<file path="config.mk">
export PLATFORM = sky130hd
export DESIGN_NAME = sram_access_sequencer
export DESIGN_NICKNAME = d
export VERILOG_FILES = /design/src/rtl/sram_access_sequencer.sv
export SDC_FILE = /design/constraint.sdc
export NUM_CORES = 1
export LEC_CHECK = 0
export CAP_MARGIN = 25
export CORE_MARGIN = 2
export CORE_UTILIZATION = 35
export DETAILED_ROUTE_END_ITERATION = 6
export GPL_TIMING_DRIVEN = 0
export PLACE_DENSITY_LB_ADDON = 0.25
export SLEW_MARGIN = 20
export SYNTH_ARGS = -nofsm -noshare
export SYNTH_HDL_FRONTEND = slang
export SYNTH_SLANG_ARGS = --single-unit
</file>
<file path="constraint.sdc">
create_clock -name clk -period 1.4 [get_ports clk]
set_input_delay 0.28 -clock clk [delete_from_list [all_inputs] [get_ports clk]]
set_output_delay 0.28 -clock clk [all_outputs]
set_load 0.05 [all_outputs]
</file>
<file path="src/rtl/sram_access_sequencer.sv">
// sram_access_sequencer
// Owns the pins of a 16x4 SRAM built from two cascaded 8x4 banks.
// Turns single read/write requests into CS/WE strobe sequences with
// setup and hold cycles, returns read data with a one-cycle response
// pulse, and offers a fill mode that writes one pattern to every word.
module sram_access_sequencer #(
  parameter int ADDR_W    = 4,
  parameter int DATA_W    = 4,
  parameter int READ_WAIT = 1
) (
  input  logic              clk,
  input  logic              rst_n,
  input  logic              reqValid,
  output logic              reqReady,
  input  logic              reqWrite,
  input  logic [ADDR_W-1:0] reqAddr,
  input  logic [DATA_W-1:0] reqData,
  input  logic              fillStart,
  input  logic [DATA_W-1:0] fillPattern,
  output logic              fillDone,
  output logic              busy,
  output logic              rspValid,
  output logic [DATA_W-1:0] rspData,
  output logic [ADDR_W-1:0] memAddr,
  output logic [DATA_W-1:0] memDataInp,
  output logic              memChipSelect,
  output logic              memWriteEnable,
  input  logic [DATA_W-1:0] memDataOutp
);

  // Wait counter only needs to hold READ_WAIT-1 down to 0.
  localparam int WAIT_W = (READ_WAIT > 1) ? $clog2(READ_WAIT) : 1;

  typedef enum logic [2:0] {
    IDLE,
    WR_SETUP,
    WR_STROBE,
    WR_HOLD,
    RD_ACCESS,
    RD_RESP
  } state_t;

  state_t            state;
  logic              fill_mode;
  logic [ADDR_W-1:0] fill_cnt;
  logic [WAIT_W-1:0] wait_cnt;

  // Requests are taken only from IDLE, and a simultaneous fillStart wins.
  // Ready is also withheld while reset is asserted.
  assign reqReady = rst_n & (state == IDLE) & ~fillStart;

  // Sequencer state, pin strobes and response/fill status, all registered.
  // Address and write data change only on the edge entering WR_SETUP or
  // RD_ACCESS, when WE is low, so WE never overlaps an address change.
  always_ff @(posedge clk or negedge rst_n) begin
    if (!rst_n) begin
      state          <= IDLE;
      fill_mode      <= 1'b0;
      fill_cnt       <= '0;
      wait_cnt       <= '0;
      fillDone       <= 1'b0;
      busy           <= 1'b0;
      rspValid       <= 1'b0;
      rspData        <= '0;
      memAddr        <= '0;
      memDataInp     <= '0;
      memChipSelect  <= 1'b0;
      memWriteEnable <= 1'b0;
    end else begin
      case (state)
        IDLE: begin
          memChipSelect  <= 1'b0;
          memWriteEnable <= 1'b0;
          rspValid       <= 1'b0;
          fillDone       <= 1'b0;
          if (fillStart) begin
            // Pattern stays on memDataInp for the whole fill.
            fill_mode     <= 1'b1;
            fill_cnt      <= '0;
            memAddr       <= '0;
            memDataInp    <= fillPattern;
            memChipSelect <= 1'b1;
            busy          <= 1'b1;
            state         <= WR_SETUP;
          end else if (reqValid) begin
            memAddr       <= reqAddr;
            memChipSelect <= 1'b1;
            busy          <= 1'b1;
            if (reqWrite) begin
              memDataInp <= reqData;
              state      <= WR_SETUP;
            end else begin
              wait_cnt <= WAIT_W'(READ_WAIT - 1);
              state    <= RD_ACCESS;
            end
          end
        end

        WR_SETUP: begin
          memWriteEnable <= 1'b1;
          state          <= WR_STROBE;
        end

        WR_STROBE: begin
          memWriteEnable <= 1'b0;
          state          <= WR_HOLD;
        end

        WR_HOLD: begin
          if (fill_mode && (fill_cnt != {ADDR_W{1'b1}})) begin
            // Next fill word: CS stays asserted, address moves with WE low.
            fill_cnt <= fill_cnt + 1'b1;
            memAddr  <= fill_cnt + 1'b1;
            state    <= WR_SETUP;
          end else begin
            if (fill_mode) begin
              fill_mode <= 1'b0;
              fill_cnt  <= '0;
              fillDone  <= 1'b1;
            end
            memChipSelect <= 1'b0;
            busy          <= 1'b0;
            state         <= IDLE;
          end
        end

        RD_ACCESS: begin
          if (wait_cnt == '0) begin
            rspData       <= memDataOutp;
            rspValid      <= 1'b1;
            memChipSelect <= 1'b0;
            state         <= RD_RESP;
          end else begin
            wait_cnt <= wait_cnt - 1'b1;
          end
        end

        RD_RESP: begin
          rspValid <= 1'b0;
          busy     <= 1'b0;
          state    <= IDLE;
        end

        default: begin
          memChipSelect  <= 1'b0;
          memWriteEnable <= 1'b0;
          busy           <= 1'b0;
          state          <= IDLE;
        end
      endcase
    end
  end

endmodule
</file>
Word-level counts from Yosys, hierarchy flattened --
Cells that the tools add are included.
Cells by class: mux-type cells 38, add/sub/neg operators 2, equal/unequal tests 16, reductions and logical operators 22, bitwise logic cells 6
Operators by type and width (number):
- $mux 4 | 9
- $reduce_and 3->1 | 7
- $ne 2x2->1 const B | 8
- $pmux 4 s2 | 2
- $mux 1 | 15
- $pmux 3 s5 | 1
- $mux 3 | 4
- $pmux 1 s2 | 5
- $reduce_bool 2->1 | 5
- $reduce_or 3->1 | 3
- $eq 3x2->1 const B | 2
- $eq 3x3->1 const B | 2
- $ne 3x3->1 const B | 2
- $reduce_and 2->1 | 3
- $add 4x1->4 const B | 1
- $ne 4x4->1 const B | 1
- $not 1->1 | 4
- $pmux 1 s4 | 1
- $reduce_and 4->1 | 1
- $eq 3x1->1 const B | 1
- $logic_not 3->1 | 1
- $pmux 1 s3 | 1
- $and 1x1->1 | 2
- $reduce_or 2->1 | 1
- other kinds (2) | 2
Word-level totals: output and inout bits 18, word-level logic and storage cells 96, input port bits 21, register bits 26

Depth between registers and ports, before layout --
Gate-level depths: netlist (run 1).
depth after elaboration 4, gate-level depth with buffers 6, mapped depth without buffers 5

Worst setup path before layout (run 1) --
No wires, ideal clock.
path kind reg-to-output, start point register state[2], end point output reqReady, arrival time 1.284 ns, stages on the path, launching flop included 5, data required time 1.120 ns, path buffers 2, setup slack -0.164 ns, path through dfrtp_1 buf_2 clkbuf_1 nor2_1 and3_1
Between the ends: cells in the longest elaborated chain, start to end 3
RTL lines:
- start, declared | line 43 | state_t state;
- start signal, assigned | line 57 | state <= IDLE;
- start signal, assigned | line 84 | state <= WR_SETUP;
- start signal, assigned | line 91 | state <= WR_SETUP;
- $logic_not 3->1 | line 50 | assign reqReady = rst_n & (state == IDLE) & ~fillStart;
- $and 1x1->1 (2 in series) | line 50
- end, declared | line 14 | output logic reqReady,
No other way between the ends.

Worst setup path after layout (run 1) --
start point register state[1], end point output reqReady
The elaborated chain is that of the path after synthesis.

==> results of run 1 <==
[worst max-delay path, cell delays in order (launching register included)]
cell,delay [ns]
dfrtp_1,0.45
buf_6,0.15
nor2_4,0.11
and3_4,0.20
buf_8,0.14
[Yosys cell counts, types with 4 or more instances]
cell type  count  share of area, %
nand2_1       10               3.0
mux2i_1        4               3.2
and2_1         4               2.0
mux2_2         4               3.6
dfrtp_1       25                50
nor2_1        14               4.2
o21ai_0       14               5.6
inv_1          5               1.5
a21oi_1       10               4.0
nand3_1        4               1.6
[flip-flops by register name (all words and copies together), names as in the netlist, 3 cells and up]
register    flops
memDataInp      4
memAddr         4
fill_cnt        4
rspData         4
state           3
[what timing repair did]
item                                   CTS  global route
setup endpoints to repair               31            19
resized for setup                       78            21
setup buffers                            9            10
endpoints found under the hold margin   25            25
pin swaps                                3             8
[layer usage]
metal	GRT usage [%]	share of wire, %	vias to the layer above	wire [um]
met2	30.3	52	28	1780
met3	3.87	4.5	4	153
li1	-	-	587	-
met5	0	0	-	0
met1	21.3	43	590	1470
met4	3.26	0.90	0	31
[layout make-up]
type / instances / area, um2 / area share [%]
Timing Repair Buffer: 57 / 527 / 26.2
Sequential cell: 25 / 627 / 31.2
Clock buffer: 4 / 26.3 / 1.31
Inverter: 5 / 18.8 / 0.933
Tap cell: 46 / 57.6 / 2.86
Multi-Input combinational cell: 94 / 696 / 34.6
Buffer: 5 / 60.1 / 2.99
[worst paths after layout]
path                       cells past startpoint                    from                      end  slack, ns
min reg2reg                                    1  rspData[1]$_DFFE_PN0P_   rspData[1]$_DFFE_PN0P_       0.52
min in group clk                               1  rspData[1]$_DFFE_PN0P_   rspData[1]$_DFFE_PN0P_       0.52
max in group asynchronous                      1                   rst_n     state[2]$_DFFE_PN0N_       1.05
max reg2reg                                    5    state[2]$_DFFE_PN0N_   memAddr[0]$_DFFE_PN0P_      -0.15
max                                            4    state[1]$_DFFE_PN0N_                 reqReady      -0.24
min                                            1                   rst_n  fill_cnt[2]$_DFFE_PN0P_      -0.07
[where the power goes]
part           internal, W  leakage (nW)  switching, W
clock             0.000112        0.0150      0.000215
combinational      0.00123         0.563       0.00179
sequential         0.00103         0.295      0.000214
[logic make-up after synthesis]
| family | after synthesis |
|---|---|
| and+or+nand+nor | 44 |
| AOI/OAI and AO/OA | 39 |
| DFF | 25 |
| buffers and inverters | 11 |
| muxes | 8 |
| xor gates and xnor gates | 2 |
| adders and majority gates | 1 |
[through the flow]
| step | setup WS, ns | utilization, % | instance area (um2) | hold WS, ns | cells |
|---|---|---|---|---|---|
| floorplan | 0.00141 | - | 1280 | -0.0156 | 130 |
| global placement | -1.65 | 50.7 | 1720 | 0.479 | 214 |
| detailed placement | -0.891 | 50.5 | 1710 | 0.316 | 214 |
| CTS | -0.224 | 56.0 | 1900 | -0.0433 | 226 |
| global route | -0.278 | 59.4 | 2010 | -0.0256 | 236 |
| finish | -0.239 | 59.4 | 2010 | -0.0706 | 236 |
==> flow_metrics.env, run 1 <==
export IMPL_finalSetupViolCount=9
export IMPL_maxSlewViolCount=0
export IMPL_critical_path_arrival_ns=1.36
export IMPL_routed_wl_mm=3.44
export IMPL_rsz0062_at_grt="yes"
export IMPL_yosys_area_share_xor_xnor_pct=1.39
export IMPL_hold_ws_ns=-0.0706
export IMPL_ys_warn_count=0
export IMPL_max_slew_margin_pct=61.5
export IMPL_numPortBuffers=38
export IMPL_root_buffer="clkbuf_4"
export IMPL_routabilityCongestion=0.823
export IMPL_finalPower_w=0.00459
export IMPL_skew_ns=0.0111
export IMPL_synth_cells=130
export IMPL_fin_crit_ns=1.64
export IMPL_synth_compound_area_share_pct=19.3
export IMPL_grt_pass1_vias=1201
export IMPL_crit_path_end_kind="output pin"
export IMPL_first_pass_iters=5
export IMPL_status="finished, violations left"
export IMPL_drv_cap=0
export IMPL_coreArea_mm2=0.00339
export IMPL_layout_common_cells="dfrtp_1, clkdlybuf4s50_1, buf_4, nor2_1, clkdlybuf4s15_2"
export IMPL_place_hpwl_mm=2.20
export IMPL_tritoncts="built"
export IMPL_layout_drive_gt1_share_pct=34.7
export IMPL_final_common_cell="dfrtp_1"
export IMPL_fmax_mhz=610
export IMPL_synthAdderAreaFrac_pct=0.994
export IMPL_initialDrtViolationCount=65
export IMPL_numCtsBuffers=3
export IMPL_synthArstFlopShare_pct=100
export IMPL_routedWlPerCell_um=14.6
export IMPL_worstPathRequired_ns=1.12
export IMPL_synth_seq_cells=25
export IMPL_period_share_pct=117
export IMPL_grt_pass1_wl_mm=5.55
export IMPL_setup_worst_path_class="flip-flop to output pin"
export IMPL_antenna_found_initial=0
export IMPL_synth_cell_types=35
export IMPL_start_util_pct=37.1
export IMPL_numClockSinks=25
export IMPL_die_area_mm2=0.00409
export IMPL_hold_viol_final=25
export IMPL_clk_pin_slew_ns=0.14
export IMPL_fill_cells=276
export IMPL_synth_seq_area_share_pct=49.7
export IMPL_worst_skew_pair_late_latency_ns=0.32
export IMPL_num_vias=1209
export IMPL_fin_tns_setup_ns=-0.903
export IMPL_synth_simple_area_share_pct=17.5
export IMPL_synth_top_family_by_area="compound AO/OA/AOI/OAI gates"
export IMPL_fin_ws_ns=-0.239
export IMPL_htreeDepth=1
export IMPL_p_per_area_mw_per_mm2=2280
export IMPL_num_rows=21
export IMPL_diodes=0
export IMPL_syn_num_nets=152
export IMPL_ioPinCount=39
export IMPL_worst_slew_pin_slew_ns=0.577
export IMPL_antenna_left=0
export IMPL_grt_ovfl_total=0
export IMPL_synth_area_mm2=0.00126
export IMPL_synth_edff_count=0
export IMPL_cp_start_kind="flip-flop"
export IMPL_grt_use_total_pct=17.1
export IMPL_grt_max_degree=27
export IMPL_cts_buffer_depth=2
export IMPL_viasPerCell=5.12
export IMPL_leakagePower_nw=0.873
export IMPL_violations="hold timing, setup timing"
export IMPL_synth_avg_cell_area_um2=9.68
export IMPL_die_w_um=64.0
export IMPL_die_h_um=64.0
export IMPL_synth_mux_area_fraction_pct=6.76
export IMPL_hp_class="input pin to async pin"
export IMPL_nets=213
export IMPL_syn_to_final_growth_pct=59.8
export IMPL_drc_errors=0
export IMPL_path_max_fanout=3
export IMPL_synth_main_ff_cell="dfrtp_1"
export IMPL_vdd_ir_drop_max_mv=1.20
Power figures use the tool's default switching activity.
==> run 2: changes to the inputs <==
Settings changed: MAX_ROUTING_LAYER set to met4.
==> run 2 against run 1 <==
Net effect:
- the flow still finishes with violations (hold timing, setup timing)
- cell area unchanged
- combinational power about the same
- register-to-register slack about the same
- clock skew up 0.0010 ns
- worst setup slack better by 0.0019 ns
- via count down 0.91%
- critical path type unchanged
- critical endpoint unchanged
- largest power group unchanged
- highest routed layer unchanged
==> flow_metrics.env, run 2 (synthesized netlist as in run 1, its figures left out) <==
export IMPL_status="finished, violations left"
export IMPL_violations="hold timing, setup timing"
export IMPL_numCtsBuffers=3
export IMPL_grt_busiest_layer="met2"
export IMPL_ioPinCount=39
export IMPL_htreeDepth=1
export IMPL_cts_buffer_depth=2
export IMPL_antenna_found_initial=0
export IMPL_root_buffer="clkbuf_4"
export IMPL_rsz0062_at_grt="yes"
export IMPL_grt_use_total_pct=17.6
export IMPL_crit_path_end_kind="output pin"
export IMPL_coreArea_mm2=0.00339
export IMPL_grt_pass1_vias=1205
export IMPL_worst_skew_pair_late_latency_ns=0.32
export IMPL_max_slew_margin_pct=61.2
export IMPL_grt_met1_usage_pct=21.3
export IMPL_first_pass_iters=4
export IMPL_num_vias=1198
export IMPL_rrSetupSlack_ns=-0.16
export IMPL_skew_ns=0.0122
export IMPL_hold_ws_ns=-0.0765
export IMPL_hold_viol_final=25
export IMPL_start_util_pct=37.1
export IMPL_syn_to_final_growth_pct=59.8
export IMPL_worstRegToRegCells=5
export IMPL_grt_max_degree=27
export IMPL_grt_pass1_wl_mm=5.55
export IMPL_clk_pin_slew_ns=0.14
export IMPL_numPortBuffers=38
export IMPL_maxSlewViolCount=0
export IMPL_use_met3_pct=3.87
export IMPL_hp_class="input pin to async pin"
export IMPL_instances_no_fill=236
export IMPL_fmax_mhz=611
export IMPL_die_area_mm2=0.00409
export IMPL_vdd_ir_drop_max_mv=1.20
export IMPL_grt_ovfl_total=0
export IMPL_seqCellArea_um2=627
export IMPL_drv_cap=0
export IMPL_utilization_pct=59.4
export IMPL_diodes=0
export IMPL_fin_ws_ns=-0.237
export IMPL_worstReg2RegEnd="memAddr[0]$_DFFE_PN0P_"
export IMPL_initialDrtViolationCount=77
export IMPL_cp_start_kind="flip-flop"
export IMPL_fill_cells=276
export IMPL_numClockSinks=25
export IMPL_fin_crit_ns=1.64
export IMPL_multi_input_area_um2=696
export IMPL_drc_errors=0
export IMPL_num_rows=21
export IMPL_tritoncts="built"
export IMPL_layout_drive_gt1_share_pct=34.7
export IMPL_nets=213
export IMPL_routedWlPerCell_um=14.5
export IMPL_p_per_area_mw_per_mm2=2280
export IMPL_met2_usage_pct=30.3
export IMPL_routed_wl_mm=3.42
export IMPL_path_max_fanout=3
export IMPL_critical_path_arrival_ns=1.36
export IMPL_finalSetupViolCount=9
export IMPL_antenna_left=0
export IMPL_stdcell_area_mm2=0.00201
export IMPL_routabilityCongestion=0.835
export IMPL_layout_common_cells="dfrtp_1, clkdlybuf4s50_1, buf_4, nor2_1, clkdlybuf4s15_2"
export IMPL_worstPathRequired_ns=1.12
export IMPL_worst_slew_pin_slew_ns=0.582
export IMPL_placed_area_mm2=0.00171
export IMPL_period_share_pct=117
export IMPL_setup_worst_path_class="flip-flop to output pin"
export IMPL_final_common_cell="dfrtp_1"
export IMPL_place_hpwl_mm=2.20
export IMPL_viasPerCell=5.08
export IMPL_leakagePower_nw=0.873
export IMPL_post_place_cells=214
export IMPL_die_w_um=64.0
export IMPL_die_h_um=64.0
export IMPL_r2r_start="state[2]$_DFFE_PN0N_"
[run 2: cell counts in the layout (fill, tap and decap cells not counted)]
Identical to the previous run, type by type.
[run 2: layer usage]
| layer | part of all wire, % | up-vias |
|---|---|---|
| li1 | - | 591 |
| met2 | 52 | 28 |
| met3 | 4.6 | 4 |
| met5 | 0 | - |
| met4 | 0.91 | 0 |
| met1 | 42 | 575 |
[run 2: metrics by stage]
step / setup TNS [ns] / setup WS (ns) / power, W
detailed placement: -6.04 / -0.891 / 0.00375
global placement: -13.96 / -1.65 / 0.00370
finish: -0.913 / -0.237 / 0.00459
global route: -1.68 / -0.278 / 0.00487
floorplan: 0 / 0.00141 / 0.00295
CTS: -0.622 / -0.224 / 0.00431
[run 2: power by group]
| part | switching (W) | internal (W) |
|---|---|---|
| sequential | 0.000216 | 0.00103 |
| combinational | 0.00179 | 0.00123 |
| clock | 0.000214 | 0.000112 |
| total | 0.00222 | 0.00237 |
[run 2: layout make-up]
cell class,count,area share [%]
Multi-Input combinational cell,94,34.6
Sequential cell,25,31.2
Timing Repair Buffer,57,26.2
Buffer,5,2.99
Tap cell,46,2.86
Clock buffer,4,1.31
Inverter,5,0.933
[run 2: what timing repair did]
action / CTS / global route
setup endpoints to repair: 31 / 19
buffers inserted: 9 / 10
hold endpoints to repair: 25 / 25
resized for setup: 78 / 21
pin swaps: 3 / 8
[run 2: how the worst max path moves through the flow]
stage,from,slack [ns],endpoint
global placement,rst_n,-1.65,reqReady
CTS,state[2]$_DFFE_PN0N_,-0.22,reqReady
floorplan,state[2]$_DFFE_PN0N_,0.001,reqReady
detailed placement,fillStart,-0.89,reqReady
global route,state[1]$_DFFE_PN0N_,-0.28,reqReady
finish,state[1]$_DFFE_PN0N_,-0.24,reqReady
[run 2: critical path, cell delays in order (launching register included)]
cell     delay, ns
dfrtp_1       0.45
buf_6         0.15
nor2_4        0.11
and3_4        0.19
buf_8         0.14
